### src/rtl/state_receiver_pkg.sv
// Shared types and constants for the game-state serial link receiver.
package state_receiver_pkg;

    typedef struct packed {
        logic [10:0] x;
        logic [9:0]  y;
    } location_t;

    typedef struct packed {
        location_t   pos;
        location_t   vel;
        location_t   ball;
        logic [15:0] score;
        logic [9:0]  flags;
    } data_t;

    localparam int STATE_FRAME_WIDTH = $bits(data_t) + 1;

    // Level of the active-low frame select when no frame is in progress.
    localparam logic SEL_IDLE = 1'b1;

    typedef enum logic [1:0] {
        IDLE,
        RECEIVE,
        DRAIN
    } rx_state_e;

endpackage

### src/rtl/state_receiver_if.sv
// Serial link pins from the peer FPGA plus the decoded opponent-state outputs.
interface state_receiver_if;
    import state_receiver_pkg::*;

    logic  data_in;
    logic  data_clk_in;
    logic  sel_in;
    data_t player_data_out;
    logic  player_scored_out;
    logic  data_out_valid;
    logic  frame_error_out;

    modport master (
        output data_in, data_clk_in, sel_in,
        input  player_data_out, player_scored_out, data_out_valid, frame_error_out
    );

    modport slave (
        input  data_in, data_clk_in, sel_in,
        output player_data_out, player_scored_out, data_out_valid, frame_error_out
    );

endinterface

### src/rtl/state_receiver_spi_rx.sv
// Generic MSB-first serial deserializer with input synchronizers, bit-count
// check and stalled-clock timeout. Holds the last good frame on frame_o.
//
// state   | meaning
// IDLE    | waiting for a select falling edge (only once select has been seen high)
// RECEIVE | shifting bits on serial clock rising edges, watching for stall
// DRAIN   | frame aborted by timeout, ignoring edges until select returns high
module state_receiver_spi_rx
    import state_receiver_pkg::*;
#(
    parameter int DATA_WIDTH     = STATE_FRAME_WIDTH,
    parameter int TIMEOUT_CYCLES = 4096
) (
    input  logic                  clk_i,
    input  logic                  rst_i,
    input  logic                  data_i,
    input  logic                  data_clk_i,
    input  logic                  sel_i,
    output logic [DATA_WIDTH-1:0] frame_o,
    output logic                  valid_o,
    output logic                  error_o
);

    localparam int CNT_W = $clog2(DATA_WIDTH + 2);
    localparam int TMO_W = $clog2(TIMEOUT_CYCLES + 1);
    localparam logic [CNT_W-1:0] BITS_FULL  = CNT_W'(DATA_WIDTH);
    localparam logic [CNT_W-1:0] BITS_SAT   = CNT_W'(DATA_WIDTH + 1);
    localparam logic [TMO_W-1:0] TMO_LIMIT  = TMO_W'(TIMEOUT_CYCLES);

    // [0],[1] synchronizer, [2] history; data needs no history stage
    logic [2:0] sel_q;
    logic [2:0] clk_q;
    logic [1:0] dat_q;
    logic [1:0] live_q;
    logic       armed_q;

    logic sel_s, sel_rise, sel_fall, clk_rise, data_s;

    assign sel_s    = sel_q[1];
    assign sel_rise = sel_q[1] & ~sel_q[2];
    assign sel_fall = ~sel_q[1] & sel_q[2];
    assign clk_rise = clk_q[1] & ~clk_q[2];
    assign data_s   = dat_q[1];

    // A select already low at reset release must be seen high before a fall counts.
    always_ff @(posedge clk_i) begin
        if (rst_i) begin
            sel_q   <= {3{SEL_IDLE}};
            clk_q   <= '0;
            dat_q   <= '0;
            live_q  <= '0;
            armed_q <= 1'b0;
        end else begin
            sel_q  <= {sel_q[1:0], sel_i};
            clk_q  <= {clk_q[1:0], data_clk_i};
            dat_q  <= {dat_q[0], data_i};
            live_q <= {live_q[0], 1'b1};
            if (live_q[1] && (sel_s == SEL_IDLE)) begin
                armed_q <= 1'b1;
            end
        end
    end

    rx_state_e             state_q, state_d;
    logic [CNT_W-1:0]      bits_q, bits_d;
    logic [TMO_W-1:0]      tmo_q, tmo_d;
    logic [DATA_WIDTH-1:0] shift_q, shift_d;
    logic [DATA_WIDTH-1:0] frame_q, frame_d;
    logic                  valid_q, valid_d;
    logic                  error_q, error_d;

    always_ff @(posedge clk_i) begin
        if (rst_i) begin
            state_q <= IDLE;
            bits_q  <= '0;
            tmo_q   <= '0;
            shift_q <= '0;
            frame_q <= '0;
            valid_q <= 1'b0;
            error_q <= 1'b0;
        end else begin
            state_q <= state_d;
            bits_q  <= bits_d;
            tmo_q   <= tmo_d;
            shift_q <= shift_d;
            frame_q <= frame_d;
            valid_q <= valid_d;
            error_q <= error_d;
        end
    end

    always_comb begin
        state_d = state_q;
        bits_d  = bits_q;
        tmo_d   = tmo_q;
        shift_d = shift_q;
        frame_d = frame_q;
        valid_d = 1'b0;
        error_d = 1'b0;
        case (state_q)
            IDLE: begin
                if (sel_fall && armed_q) begin
                    state_d = RECEIVE;
                    bits_d  = '0;
                    tmo_d   = '0;
                end
            end
            RECEIVE: begin
                // Select release outranks a same-cycle clock edge and the timeout.
                if (sel_rise) begin
                    state_d = IDLE;
                    if (bits_q == BITS_FULL) begin
                        frame_d = shift_q;
                        valid_d = 1'b1;
                    end else begin
                        error_d = 1'b1;
                    end
                end else if (clk_rise) begin
                    shift_d = {shift_q[DATA_WIDTH-2:0], data_s};
                    if (bits_q != BITS_SAT) begin
                        bits_d = bits_q + CNT_W'(1);
                    end
                    tmo_d = '0;
                end else begin
                    tmo_d = tmo_q + TMO_W'(1);
                    if (tmo_d == TMO_LIMIT) begin
                        error_d = 1'b1;
                        state_d = DRAIN;
                    end
                end
            end
            DRAIN: begin
                if (sel_s == SEL_IDLE) begin
                    state_d = IDLE;
                end
            end
            default: state_d = IDLE;
        endcase
    end

    assign frame_o = frame_q;
    assign valid_o = valid_q;
    assign error_o = error_q;

endmodule

### src/rtl/state_receiver.sv
// Opponent game-state receiver: deserializes one frame and splits it into the
// player record and the scored flag.
module state_receiver
    import state_receiver_pkg::*;
#(
    parameter int TIMEOUT_CYCLES = 4096
) (
    input  logic      clk_pixel_in,
    input  logic      rst_in,
    state_receiver_if.slave rx
);

    logic [STATE_FRAME_WIDTH-1:0] frame;

    state_receiver_spi_rx #(
        .DATA_WIDTH     (STATE_FRAME_WIDTH),
        .TIMEOUT_CYCLES (TIMEOUT_CYCLES)
    ) u_spi_rx (
        .clk_i      (clk_pixel_in),
        .rst_i      (rst_in),
        .data_i     (rx.data_in),
        .data_clk_i (rx.data_clk_in),
        .sel_i      (rx.sel_in),
        .frame_o    (frame),
        .valid_o    (rx.data_out_valid),
        .error_o    (rx.frame_error_out)
    );

    assign rx.player_data_out   = data_t'(frame[STATE_FRAME_WIDTH-1:1]);
    assign rx.player_scored_out = frame[0];

endmodule

### src/flat_wrapper.sv
// flat-port wrapper written by rule: the top's interface ports become plain ports
module state_receiver_flat import state_receiver_pkg::*;
#(
    parameter int TIMEOUT_CYCLES = 4096
)
  (clk_pixel_in, rst_in, rx_data_in, rx_data_clk_in, rx_sel_in, rx_player_data_out, rx_player_scored_out, rx_data_out_valid, rx_frame_error_out);
  state_receiver_if rx_i ();
  input  logic clk_pixel_in;
  input  logic rst_in;
  input wire logic [$bits(rx_i.data_in)-1:0] rx_data_in;
  input wire logic [$bits(rx_i.data_clk_in)-1:0] rx_data_clk_in;
  input wire logic [$bits(rx_i.sel_in)-1:0] rx_sel_in;
  output wire logic [$bits(rx_i.player_data_out)-1:0] rx_player_data_out;
  output wire logic [$bits(rx_i.player_scored_out)-1:0] rx_player_scored_out;
  output wire logic [$bits(rx_i.data_out_valid)-1:0] rx_data_out_valid;
  output wire logic [$bits(rx_i.frame_error_out)-1:0] rx_frame_error_out;
  assign rx_i.data_in = rx_data_in;
  assign rx_i.data_clk_in = rx_data_clk_in;
  assign rx_i.sel_in = rx_sel_in;
  assign rx_player_data_out = rx_i.player_data_out;
  assign rx_player_scored_out = rx_i.player_scored_out;
  assign rx_data_out_valid = rx_i.data_out_valid;
  assign rx_frame_error_out = rx_i.frame_error_out;
  state_receiver #(.TIMEOUT_CYCLES(TIMEOUT_CYCLES)) u_core (.clk_pixel_in(clk_pixel_in), .rst_in(rst_in), .rx(rx_i));
endmodule
### config.mk
export PLATFORM = sky130hd
export DESIGN_NAME = state_receiver_flat
export DESIGN_NICKNAME = d
export VERILOG_FILES = /design/src/rtl/state_receiver_pkg.sv /design/src/rtl/state_receiver_if.sv /design/src/rtl/state_receiver_spi_rx.sv /design/src/rtl/state_receiver.sv /design/src/flat_wrapper.sv
export SDC_FILE = /design/constraint.sdc
export NUM_CORES = 1
export LEC_CHECK = 0
export BUFFER_PORTS_ARGS = -buffer_cell sky130_fd_sc_hd__buf_2
export CORE_MARGIN = 2
export CORE_UTILIZATION = 35
export CTS_CLUSTER_DIAMETER = 30
export DETAILED_ROUTE_END_ITERATION = 10
export GPL_ROUTABILITY_DRIVEN = 0
export GPL_TIMING_DRIVEN = 0
export SLEW_MARGIN = 20
export SYNTH_ARGS = -nofsm -noshare
export SYNTH_HDL_FRONTEND = slang
export SYNTH_SLANG_ARGS = --single-unit
### constraint.sdc
create_clock -name clk_pixel_in -period 5.1 [get_ports clk_pixel_in]
set_input_delay 0 -clock clk_pixel_in [delete_from_list [all_inputs] [get_ports clk_pixel_in]]
set_output_delay 0 -clock clk_pixel_in [all_outputs]
set_load 0.02 [all_outputs]
==> results_dict.tcl, run 1 <==
set metrics [dict create \
    powerDensity_nw_per_um2 441 \
    ant_nets 0 \
    cts_tree "done" \
    synthTopCellsByArea "dfxtp_1 53%, nand2_1 18%, a21oi_1 12%, buf_6 2.8%, clkbuf_1 1.6%" \
    clock_skew_ps 22.7 \
    num_antenna_cells 0 \
    rows 55 \
    dr_total_vias 6924 \
    areaGrowthSynthToFinish_pct 29.3 \
    rsz0062_at_grt "false" \
    drt_first_pass_iters 5 \
    setup.worst_path.start_class "flop" \
    die_h_um 156 \
    cts_setup_buffers 0 \
    synth_cells 989 \
    cts.path.max_buffers 3 \
    n_fill_cell 2207 \
    rr_startpoint "u_core.u_spi_rx.state_q[1]" \
    fin_crit_sh_pct 43.3 \
    drc 0 \
    cts_sinks 215 \
    tns_ps 0 \
    grt_pass1_vias 6433 \
    wl_per_cell_um 13.2 \
    drive_above_1_share_pct 18.4 \
    cts.clk_slew.worst_paths_ps 40 \
    p_clk_share_pct 61.9 \
    ys_ff_latch 215 \
    netSwitchingPower_mw 0.959 \
    synth_top_area_share_pct 53.5 \
    hold_viol 0 \
    fin_area_um2 10400 \
    numCtsBuffers 43 \
    end_kind "flop" \
    die_area_um2 24200 \
    fin_nets 1142 \
    placed_cell_area_um2 8880 \
    min_period_ps 2210 \
    slew_headroom_pct 34.0 \
    grt_pass1_wl_mm 31.1 \
    vias_per_cell 4.78 \
    wirelength_mm 19.1 \
    dp_hpwl_mm 12.7 \
    ys.warnings.count 0 \
    antenna_found_initial 0 \
    seq_area_frac_synth_pct 53.5 \
    grt_max_degree 12 \
    vdd_ir_drop_max_mv 0.256 \
    die_w_um 156 \
    worstPathArrival_ps 2640 \
    io_pins 97 \
    cp-startpoint "u_core.u_spi_rx.state_q[1]" \
    min_path_type "in2reg" \
    globalRoute.totalOverflow 0 \
    cts_htree_levels 2 \
    synth_ff_type "dfxtp_1" \
    initial_core_util_pct 35.6 \
    core_area_um2 22600 \
    max_cap_violations 0 \
    p_leak_nw 3.89 \
    cts_root_buf "clkbuf_16" \
    async_flop_share_pct 0 \
    post_synth.cell_area_avg_um2 8.14 \
    pwr-share-seq_pct 36.8 \
    clock.fmax_ghz 0.452 \
    internal_power_mw 3.63 \
    synth.most_common_cell "nand2_1" \
    synth_area_leader_cell "dfxtp_1" \
    swShare_pct 20.9 \
    critPathKind "reg2reg" \
    cp.required_ps 5530 \
    synth_area_um2 8050 \
    clock_latency_ps 520 \
    status "complete, no violations" \
    syn-num-nets 998 \
    port_buffers 95 \
    grt_usage_pct 15.6 \
    min_from "rx_sel_in" \
    tightest_slew_ps 984 \
    synth.top_cells.by_count "379 x nand2_1, 215 x dfxtp_1, 191 x a21oi_1" \
    comb_power_share_pct 1.2 \
    dr.first_iter.drc_count 455 \
    final_max_slew_viol_count 0 \
    ys_types 52 \
    crit_fanout 10 \
    setup_viol 0 \
    synth_edf_count 0 \
]
==> layout by cell type, fill, tap and decap left out, types with 6 or more instances in the layout <==
cell type	netlist	layout
nand2_1	379	379
dfxtp_1	215	215
a21oi_1	191	191
buf_2	10	105
clkbuf_16	0	44
clkbuf_1	35	40
buf_6	20	20
nor2_1	17	17
o21ai_0	9	9
nor2b_1	8	8
nand3_1	7	7
nor3_1	7	7
nand2b_1	6	6
or3_1	6	6
bufinv_16	0	6
==> flip-flops by register name, indices dropped and copies added, names as in the netlist <==
| name | count |
|---|---|
| u_core.u_spi_rx.error_o | 1 |
| u_core.u_spi_rx.valid_o | 1 |
| u_core.u_spi_rx.tmo_q | 13 |
| u_core.u_spi_rx.shift_q | 90 |
| u_core.u_spi_rx.bits_q | 7 |
| u_core.u_spi_rx.clk_q | 3 |
| u_core.u_spi_rx.armed_q | 1 |
| u_core.u_spi_rx.dat_q | 2 |
| u_core.u_spi_rx.state_q | 2 |
| u_core.u_spi_rx.live_q | 2 |
| u_core.u_spi_rx.frame_o | 90 |
| u_core.u_spi_rx.sel_q | 3 |
==> critical path: stages (launching register included) <==
cell	delay (ps)
dfxtp_1	350
nand2b_1	170
buf_6	150
nor3_2	780
clkbuf_1	440
nand2_1	120
a21oi_1	130
==> routing by layer <==
| metal | track usage [%] | vias up | wire, um |
|---|---|---|---|
| met3 | 3.75 | 34 | 946 |
| met2 | 24.7 | 142 | 8400 |
| met1 | 21.1 | 3181 | 9340 |
| li1 | - | 3567 | - |
| met4 | 5.11 | 0 | 405 |
| met5 | 0 | - | 0 |
==> cells by family after synthesis <==
logic type / count (synthesis) / synth area share [%]
buf+inv: 70 / 5.33
xor+xnor: 5 / 0.544
compound gates: 228 / 15.3
flops: 215 / 53.5
simple gates: 463 / 24.3
mux: 4 / 0.513
fa+ha+maj: 4 / 0.622
==> cell type report <==
class	instances	area (um^2)	area share, %
sequential	215	4300	41.3
buffer	66	414	3.98
tap	285	357	3.42
inverter	4	15.0	0.144
clock inverter	25	329	3.16
multi-input combinational	704	3320	31.9
timing repair buffer	99	515	4.95
clock buffer	52	1160	11.1
==> power by group through the flow <==
stage,Clock (mW),Combinational [mW],Sequential (mW)
floorplan,0,0.0370,1.72
global route,2.98,0.0640,1.69
finish,2.84,0.0573,1.69
CTS,2.90,0.0577,1.69
global placement,0,0.0553,1.72
detailed placement,0,0.0551,1.72
==> timing repair <==
action / CTS / global route
resized for setup: 0 / 0
endpoints found under the hold margin: 5 / 0
endpoints found under the setup margin: 0 / 0
hold buffers: 4 / 0
==> path summary, 6_finish.rpt <==
path         slack (ps)                          end  depth (start not counted)
max                2890  u_core.u_spi_rx.shift_q[52]                          6
min                 220     u_core.u_spi_rx.sel_q[0]                          3
max reg2reg        2890  u_core.u_spi_rx.shift_q[52]                          6
min reg2reg         410     u_core.u_spi_rx.sel_q[1]                          1
==> stage by stage <==
stage	hold slack, ps	util (%)	worst slack, ps	instances	power [mW]
2_1_floorplan	104	-	3350	989	1.76
3_3_place_gp	188	39.2	2980	1369	1.78
3_5_place_dp	191	39.2	2960	1369	1.78
4_1_cts	202	46.0	2930	1450	4.65
5_1_grt	222	46.0	2720	1450	4.73
6_report	224	46.0	2890	1450	4.59
(Power assumes the default switching activity.)
==> inputs of run 2 (changes only) <==
- clock period: 5.1 -> 1.8 ns (I/O delays scaled with it)
==> results_dict.tcl, run 2 (synthesis gave the netlist of run 1 again) <==
set metrics [dict create \
    status "complete, no violations" \
    cts.clk_slew.worst_paths_ps 50 \
    min_path_cells 3 \
    end_kind "flop" \
    n_fill_cell 2180 \
    drc 0 \
    core_area_um2 22600 \
    num_antenna_cells 0 \
    critPathKind "reg2reg" \
    grt_usage_pct 15.7 \
    io_pins 97 \
    final_max_slew_viol_count 0 \
    numCtsBuffers 43 \
    drt_first_pass_iters 5 \
    setup_viol 0 \
    hold_ws_ps 225 \
    slew_headroom_pct 48.3 \
    cts_sinks 215 \
    rows 55 \
    cp.required_ps 2180 \
    min_period_ps 1740 \
    setup.worst_path.start_class "flop" \
    drive_above_1_share_pct 21.4 \
    final_common_cell "nand2_1" \
    r2r_cells 6 \
    cts.path.max_buffers 3 \
    min_to "u_core.u_spi_rx.sel_q[0]" \
    max_cap_violations 0 \
    cts_htree_levels 2 \
    vias_per_cell 4.79 \
    port_buffers 95 \
    initial_core_util_pct 35.6 \
    clock_latency_ps 520 \
    final_cell_mix "379 x nand2_1, 205 x dfxtp_1, 189 x a21oi_1, 104 x buf_2, 44 x clkbuf_16" \
    fin_area_um2 10600 \
    die_w_um 156 \
    rsz0062_at_grt "true" \
    placed_cell_area_um2 8880 \
    powerDensity_nw_per_um2 1220 \
    dr_total_vias 6972 \
    rr_startpoint "u_core.u_spi_rx.tmo_q[0]" \
    min_path_type "in2reg" \
    globalRoute.totalOverflow 0 \
    wirelength_mm 19.2 \
    r2r-end "u_core.u_spi_rx.state_q[0]" \
    fin_crit_sh_pct 96.8 \
    dr.first_iter.drc_count 485 \
    cts_tree "done" \
    die_h_um 156 \
    cts_root_buf "clkbuf_16" \
    areaGrowthSynthToFinish_pct 32.2 \
    grt_max_degree 12 \
    ant_nets 0 \
    die_area_um2 24200 \
    dp_hpwl_mm 12.7 \
    grt_pass1_wl_mm 31.3 \
    power_mw 13.0 \
    r2r_setup_slack_ps 60 \
    p_leak_nw 4.00 \
    grt_pass1_vias 6436 \
    clock.fmax_ghz 0.574 \
    crit_fanout 7 \
    min_from "rx_sel_in" \
    antenna_found_initial 0 \
    worstPathArrival_ps 2120 \
    clock_skew_ps 23.6 \
    fin_nets 1149 \
    tightest_slew_ps 771 \
    vdd_ir_drop_max_mv 0.726 \
    wl_per_cell_um 13.2 \
    hold_viol 0 \
]
## run 2: changes by cell type in the layout (fill, tap and decap cells not counted), moves of 3 or more
cell / change
dfxtp_1: -10
dfxtp_2: +8
buf_12: +3
clkbuf_1: -9
clkbuf_2: +6
nor3_4: +3
buf_4: +6
## run 2: worst max-delay path, cell delays in order (launching register included)
cell     delay (ps)
dfxtp_4         390
ha_4            180
nand3_1         130
or2_4           260
xor2_1          140
nand4_1         160
o311a_1         350
## run 2: through the flow
step	cells	setup TNS (ps)	worst slack, ps	utilization, %
after floorplan	989	0	48.3	-
after global placement	1369	-38730	-316	39.2
after detailed placement	1369	-41660	-339	39.2
after CTS	1455	0	0.639	46.5
after global routing	1457	-71.5	-71.5	47.0
final	1457	0	58.0	47.0
## run 2: routing by layer
metal	share of wire, %	up-vias	track usage [%]
met5	0	-	0
met4	2.0	0	4.81
met3	5.2	35	3.75
met2	44	146	24.9
met1	49	3210	21.2
li1	-	3581	-
## run 2: layout make-up
| type | count | area (um^2) | area share, % |
|---|---|---|---|
| flip-flops and latches | 215 | 4320 | 40.6 |
| multi-input cells | 704 | 3410 | 32.0 |
| clock buffers | 52 | 1160 | 10.9 |
| repair buffers | 109 | 632 | 5.94 |
| plain buffers | 63 | 417 | 3.92 |
| well taps | 285 | 357 | 3.35 |
| clock inverters | 25 | 329 | 3.09 |
| inverters | 4 | 15.0 | 0.141 |
## run 2: worst max-delay path by stage
stage | from | to | slack (ps) | cells past startpoint
global route | u_core.u_spi_rx.tmo_q[5] | u_core.u_spi_rx.state_q[0] | -70 | 5
global placement | u_core.u_spi_rx.state_q[1] | u_core.u_spi_rx.shift_q[56] | -320 | 6
detailed placement | u_core.u_spi_rx.state_q[1] | u_core.u_spi_rx.shift_q[52] | -340 | 6
CTS | u_core.u_spi_rx.tmo_q[1] | u_core.u_spi_rx.state_q[0] | 0.6 | 6
floorplan | u_core.u_spi_rx.tmo_q[0] | u_core.u_spi_rx.state_q[0] | 50 | 6
finish | u_core.u_spi_rx.tmo_q[0] | u_core.u_spi_rx.state_q[0] | 60 | 6
## run 2: power by group
part / total [mW] / switching (mW) / internal [mW] / leakage [nW]
combinational: 0.177 / 0.127 / 0.0493 / 1.54
clock: 8.05 / 2.59 / 5.47 / 0.716
sequential: 4.79 / 0.00800 / 4.78 / 1.74
## run 2: timing repair
item                       in CTS  in global routing
setup endpoints to repair     191                164
hold endpoints to repair        5                  0
gates resized for setup        16                 32
hold buffers                    4                  0
setup buffers                   6                  4
pin swaps                       3                  8
